<file path="config.mk">
export PLATFORM = sky130hd
export DESIGN_NAME = pwm_capture
export DESIGN_NICKNAME = d
export VERILOG_FILES = /design/src/rtl/pwm_capture.sv
export SDC_FILE = /design/constraint.sdc
export NUM_CORES = 1
export LEC_CHECK = 0
export ABC_AREA = 1
export BUFFER_PORTS_ARGS = -buffer_cell sky130_fd_sc_hd__buf_2
export CORE_MARGIN = 1
export CORE_UTILIZATION = 40
export CTS_CLUSTER_DIAMETER = 30
export DETAILED_ROUTE_END_ITERATION = 16
export PLACE_DENSITY_LB_ADDON = 0.3
export SLEW_MARGIN = 20
export SYNTH_ARGS = -nofsm -noshare
export SYNTH_HDL_FRONTEND = slang
export SYNTH_SLANG_ARGS = --single-unit
</file>
<file path="constraint.sdc">
create_clock -name clk -period 7.9 [get_ports clk]
set_clock_uncertainty 0.05 [all_clocks]
set_input_delay 0.395 -clock clk [delete_from_list [all_inputs] [get_ports clk]]
set_output_delay 0.395 -clock clk [all_outputs]
set_load 0.005 [all_outputs]
</file>
<file path="src/rtl/pwm_capture.sv">
// rtl/pwm_capture.sv - PWM period/high-time/duty capture with restoring divider; optional PWM_CAPTURE_GLITCH_FILTER_EN
module pwm_capture #(
    parameter int CLK_FRE = 27_000_000,
    parameter int CNT_W   = 16,
    parameter int DUTY_W  = 10
) (
    input  logic              clk,
    input  logic              rst,
    input  logic              pwm_in,
    output logic [DUTY_W-1:0] duty,
    output logic [CNT_W-1:0]  period,
    output logic [CNT_W-1:0]  high_time,
    output logic              meas_valid,
    output logic              timeout,
    output logic              meas_err
);

    localparam int P_W  = CNT_W + DUTY_W;
    localparam int DC_W = $clog2(DUTY_W + 1);

    localparam logic [CNT_W-1:0]  CNT_MAX  = '1;
    localparam logic [CNT_W-1:0]  CNT_ONE  = CNT_W'(1);
    localparam logic [DUTY_W-1:0] DUTY_FS  = '1;
    localparam logic [DC_W-1:0]   DIV_LAST = DC_W'(DUTY_W - 1);
    localparam logic [DC_W-1:0]   DIV_DONE = DC_W'(DUTY_W);

    // CLK_FRE only documents the clock rate; a non-positive value marks itself here
    if (CLK_FRE < 1) begin : g_clk_fre_invalid
    end

    typedef enum logic [1:0] {
        IDLE,
        MEASURE,
        DIVIDE
    } state_t;

    state_t state;
    state_t state_next;

    logic sync_a;
    logic sync_b;
    logic level;
    logic level_d;
    logic rise;

    logic [CNT_W-1:0] per_cnt;
    logic [CNT_W-1:0] high_cnt;

    logic cnt_load;
    logic div_start;
    logic div_last;
    logic tmo_hit;

    logic [P_W-1:0]    product;
    logic [CNT_W-1:0]  div_rem;
    logic [DUTY_W-1:0] div_low;
    logic [CNT_W-1:0]  div_den;
    logic [CNT_W-1:0]  div_hi;
    logic [DUTY_W-1:0] div_quo;
    logic [DC_W-1:0]   div_cnt;
    logic [CNT_W:0]    trial;
    logic              q_bit;
    logic [CNT_W-1:0]  rem_next;

    // two-flop synchronizer for the asynchronous PWM input
    always_ff @(posedge clk or posedge rst) begin
        if (rst) begin
            sync_a <= 1'b0;
            sync_b <= 1'b0;
        end else begin
            sync_a <= pwm_in;
            sync_b <= sync_a;
        end
    end

`ifdef PWM_CAPTURE_GLITCH_FILTER_EN
    logic [1:0] hist;
    logic       filt_q;
    logic       agree;

    // level follows the input only once three consecutive samples agree
    assign agree = (sync_b == hist[0]) && (sync_b == hist[1]);
    assign level = agree ? sync_b : filt_q;

    // sample history and held filtered level
    always_ff @(posedge clk or posedge rst) begin
        if (rst) begin
            hist   <= 2'b00;
            filt_q <= 1'b0;
        end else begin
            hist   <= {hist[0], sync_b};
            filt_q <= level;
        end
    end
`else
    assign level = sync_b;
`endif

    // previous level sample for rising-edge detection
    always_ff @(posedge clk or posedge rst) begin
        if (rst) begin
            level_d <= 1'b0;
        end else begin
            level_d <= level;
        end
    end

    assign rise = level & ~level_d;

    // state register
    always_ff @(posedge clk or posedge rst) begin
        if (rst) begin
            state <= IDLE;
        end else begin
            state <= state_next;
        end
    end

    // next state and per-cycle control strobes
    always_comb begin
        state_next = state;
        cnt_load   = 1'b0;
        div_start  = 1'b0;
        div_last   = 1'b0;
        tmo_hit    = 1'b0;
        meas_err   = 1'b0;
        case (state)
            IDLE: begin
                if (rise) begin
                    state_next = MEASURE;
                    cnt_load   = 1'b1;
                end
            end
            MEASURE: begin
                if (rise) begin
                    state_next = DIVIDE;
                    cnt_load   = 1'b1;
                    div_start  = 1'b1;
                end else if (per_cnt == CNT_MAX) begin
                    state_next = IDLE;
                    tmo_hit    = 1'b1;
                end
            end
            DIVIDE: begin
                // an edge here means the period is too short; restart counting,
                // but let the running division finish
                if (rise) begin
                    cnt_load = 1'b1;
                    meas_err = 1'b1;
                end
                if (div_cnt == DIV_LAST) begin
                    div_last = 1'b1;
                end
                // one extra cycle after the last quotient bit, so the result
                // is presented before counting resumes in MEASURE
                if (div_cnt == DIV_DONE) begin
                    state_next = MEASURE;
                end
            end
            default: begin
                state_next = IDLE;
            end
        endcase
    end

    // period and high-time counters; saturate so a stuck input cannot wrap
    always_ff @(posedge clk or posedge rst) begin
        if (rst) begin
            per_cnt  <= '0;
            high_cnt <= '0;
        end else if (cnt_load) begin
            per_cnt  <= CNT_ONE;
            high_cnt <= CNT_ONE;
        end else if (state != IDLE) begin
            if (per_cnt != CNT_MAX) begin
                per_cnt <= per_cnt + CNT_ONE;
            end
            if (level && (high_cnt != CNT_MAX)) begin
                high_cnt <= high_cnt + CNT_ONE;
            end
        end
    end

    // scaled dividend: high_time * full-scale duty
    assign product = P_W'(high_cnt) * P_W'(DUTY_FS);

    // restoring step: the upper product bits are already below the divisor
    // because high_time <= period, so only DUTY_W bits need shifting in
    assign trial    = {div_rem, div_low[DUTY_W-1]};
    assign q_bit    = (trial >= {1'b0, div_den});
    assign rem_next = q_bit ? CNT_W'(trial - {1'b0, div_den}) : trial[CNT_W-1:0];

    // divider registers; loaded on the measuring edge, one quotient bit per cycle
    always_ff @(posedge clk or posedge rst) begin
        if (rst) begin
            div_rem <= '0;
            div_low <= '0;
            div_den <= '0;
            div_hi  <= '0;
            div_quo <= '0;
            div_cnt <= '0;
        end else if (div_start) begin
            div_rem <= product[P_W-1:DUTY_W];
            div_low <= product[DUTY_W-1:0];
            div_den <= per_cnt;
            div_hi  <= high_cnt;
            div_quo <= '0;
            div_cnt <= '0;
        end else if ((state == DIVIDE) && (div_cnt != DIV_DONE)) begin
            div_rem <= rem_next;
            div_low <= div_low << 1;
            div_quo <= {div_quo[DUTY_W-2:0], q_bit};
            div_cnt <= div_cnt + DC_W'(1);
        end
    end

    // result registers, valid pulse and timeout flag
    always_ff @(posedge clk or posedge rst) begin
        if (rst) begin
            duty       <= '0;
            period     <= '0;
            high_time  <= '0;
            meas_valid <= 1'b0;
            timeout    <= 1'b0;
        end else begin
            meas_valid <= 1'b0;
            if (rise) begin
                timeout <= 1'b0;
            end
            if (div_last) begin
                duty       <= {div_quo[DUTY_W-2:0], q_bit};
                period     <= div_den;
                high_time  <= div_hi;
                meas_valid <= 1'b1;
            end else if (tmo_hit) begin
                duty       <= level ? DUTY_FS : '0;
                period     <= '0;
                high_time  <= '0;
                meas_valid <= 1'b1;
                timeout    <= 1'b1;
            end
        end
    end

endmodule

</file>
==> out/metrics.yaml <==
status: "completed"
cp.required_ps: 8180
wl_per_cell_um: 15.0
hold_violations: 0
core_area_um2: 28900
grt_pass1_wl_um: 48500
grt_max_degree: 82
avgViaCountPerCell: 4.99
hold_path_class: "primary input to flip-flop"
cp_cell_sequence: "inv_1, fa_1, inv_1, fa_1, fa_1, fa_1, inv_1, fa_1, inv_1, ha_1, nand2_1, nor2_1, nand3_1, nand3b_1, nand3_1, nand3_1, nand3_1, nand3_1, nand2_1"
worstMarginPinSlew_ps: 941
die-area_um2: 30100
synth_seq_cells: 152
crit_family: "adder cells"
drc_errors: 0
ys.flop_type: "dfrtp_1"
initial_core_util_pct: 40.8
cpPeakStageDelay_ps: 660
finalInstanceArea_um2: 13000
power_leakage_nw: 6.95
antenna_found_initial: 0
drtAntennaViolNets: 0
synth.yosys.warnings: 0
grt_overflow: 0
arrival_ps: 5570
crit_fanout: 5
clkTransAtPathRegs_ps: 70
pwr_density_cell_nw_per_um2: 388
cap_violations: 0
htree_levels: 4
syn-cell-area_um2: 11800
fp-row-count: 62
via_count: 9471
gp_congestion: 0.905
die_h_um: 174
layout-drive-gt1-share_pct: 7.01
io_pins: 48
setup_tns_ps: 0
area_growth_pct: 10.4
synthArstFlopShare_pct: 100
rsz0062_at_grt: "false"
clk_path_buf_depth: 2
syn_inst: 1462
wl_um: 28400
syn-num-nets: 1639
slowest_stage: "fa_1"
clock-sinks: 152
die_w_um: 174
synth_cell_types: 45
cts-root-buf: "clkbuf_16"
slew_violations: 0
fin_nets: 1677
cp_num_buf_inv: 4
insertedDiodeCount: 0
dpl_cell_area_um2: 12400
fillers: 2817
worstSetupPathType: "flip-flop to flip-flop"
cts_setup_buffers: 0
synth_edf_count: 0
cts_made_buffers: 17
clk_latency_ps: 440
drt-initial-drc-count: 771
min_period_ps: 5290
track_usage_pct: 20.2
place.port_buffers: 47
avgSynthCellArea_um2: 8.05
setup_viol: 0
timing.fmax_mhz: 189
cts_hold_buf: 0
hpwlAfterDp_um: 22400
grt_pass1_vias: 9281
cts_tree: "yes"
endpoint_kind: "flip-flop"
first_pass_iters: 5
period_share_pct: 66.9
yosysSeqAreaShare_pct: 32.3
cts_resized: 0
ir_drop_uv: 344
start_kind: "flip-flop"
relSlewSlack_pct: 37.3
-- cell usage in the layout, fill, tap and decap left out, types with 6 or more instances in the layout --
cell,count
a21oi_1,54
a22o_1,16
buf_2,47
clkbuf_16,17
dfrtp_1,152
fa_1,83
ha_1,91
inv_1,275
nand2_1,361
nand3_1,88
nand3b_1,6
nand4_1,18
nor2_1,75
nor3_1,16
o211ai_1,17
o21ai_0,92
o22ai_1,10
o31ai_1,7
xnor2_1,6
xor2_1,16
-- synth_stat cells (7+ instances only) --
cell / instances / share of area (%)
nand2_1: 361 / 12
inv_1: 276 / 8.8
dfrtp_1: 152 / 32
o21ai_0: 92 / 3.9
ha_1: 91 / 9.7
nand3_1: 88 / 3.7
fa_1: 83 / 14
nor2_1: 76 / 2.4
a21oi_1: 54 / 2.3
clkbuf_1: 18 / 0.57
nand4_1: 18 / 0.96
o211ai_1: 17 / 1.1
a22o_1: 16 / 1.2
nor3_1: 16 / 0.68
xor2_1: 16 / 1.2
o22ai_1: 10 / 0.53
o31ai_1: 7 / 0.45
-- per-layer routing --
| layer | part of all wire [%] | up-vias | global-route usage [%] | wire, um |
|---|---|---|---|---|
| met4 | 1.4 | 0 | 4.90 | 401 |
| met5 | 0 | - | 0 | 0 |
| met3 | 5.0 | 23 | 2.59 | 1410 |
| met1 | 49 | 4516 | 30.0 | 13900 |
| met2 | 45 | 236 | 31.3 | 12700 |
| li1 | - | 4696 | - | - |
-- report_power, final --
part	switching (mW)	total [mW]	internal (mW)
Sequential	0.127	1.04	0.912
Clock	0.339	0.879	0.539
Combinational	2.03	3.12	1.10
-- logic make-up (layout without fill, tap and decap cells) --
| kind of cell | count (synthesis) | count (layout) | synth area share, % |
|---|---|---|---|
| flip-flops | 152 | 152 | 32.3 |
| AND/OR/NAND/NOR | 586 | 586 | 21.2 |
| AO/OA/AOI/OAI | 213 | 213 | 10.6 |
| XOR/XNOR | 22 | 22 | 1.64 |
| buffers and inverters | 315 | 366 | 10.5 |
| adder cells (fa/ha/maj) | 174 | 174 | 23.8 |
-- layout make-up --
| cell class | instances | area (um2) | area share, % |
|---|---|---|---|
| multi-input combinational | 995 | 6740 | 51.9 |
| sequential | 152 | 3800 | 29.3 |
| inverter | 282 | 1070 | 8.21 |
| clock buffer | 22 | 494 | 3.80 |
| tap | 384 | 480 | 3.70 |
| timing repair buffer | 52 | 273 | 2.10 |
| clock inverter | 10 | 140 | 1.08 |
-- sequential cells by signal (all words and copies together), names as in the netlist --
register,cells
state,2
per_cnt,16
div_low,10
level,1
meas_valid,1
high_cnt,16
period,16
level_d,1
high_time,16
duty,10
div_hi,16
div_den,16
div_quo,9
timeout,1
sync_a,1
div_rem,16
div_cnt,4
-- worst paths after layout --
path,start,endpoint,slack [ps],cells past startpoint
max in group asynchronous,rst,div_den[5]$_DFFE_PP0P_,6330,3
max reg2reg,high_cnt[4]$_DFFE_PP0P_,div_rem[10]$_DFFE_PP0P_,2610,19
min,pwm_in,sync_a$_DFF_PP0_,20,1
min in group asynchronous,rst,high_time[6]$_DFFE_PP0P_,40,2
max,high_cnt[4]$_DFFE_PP0P_,div_rem[10]$_DFFE_PP0P_,2610,19
min reg2reg,sync_a$_DFF_PP0_,level$_DFF_PP0_,310,0
-- metrics by stage --
stage / std cells / util (%) / total power [mW] / hold WS, ps / setup WS [ps]
2_1_floorplan: 1462 / - / 3.46 / 281 / 3240
6_report: 1897 / 45.1 / 5.04 / 18.1 / 2610
3_3_place_gp: 1865 / 42.9 / 4.16 / 306 / 2590
3_5_place_dp: 1865 / 42.9 / 4.18 / 296 / 2620
4_1_cts: 1897 / 45.1 / 5.08 / 8.91 / 2600
5_1_grt: 1897 / 45.1 / 5.71 / 11.7 / 2240
Note: power is estimated with default switching activity, not from simulation.
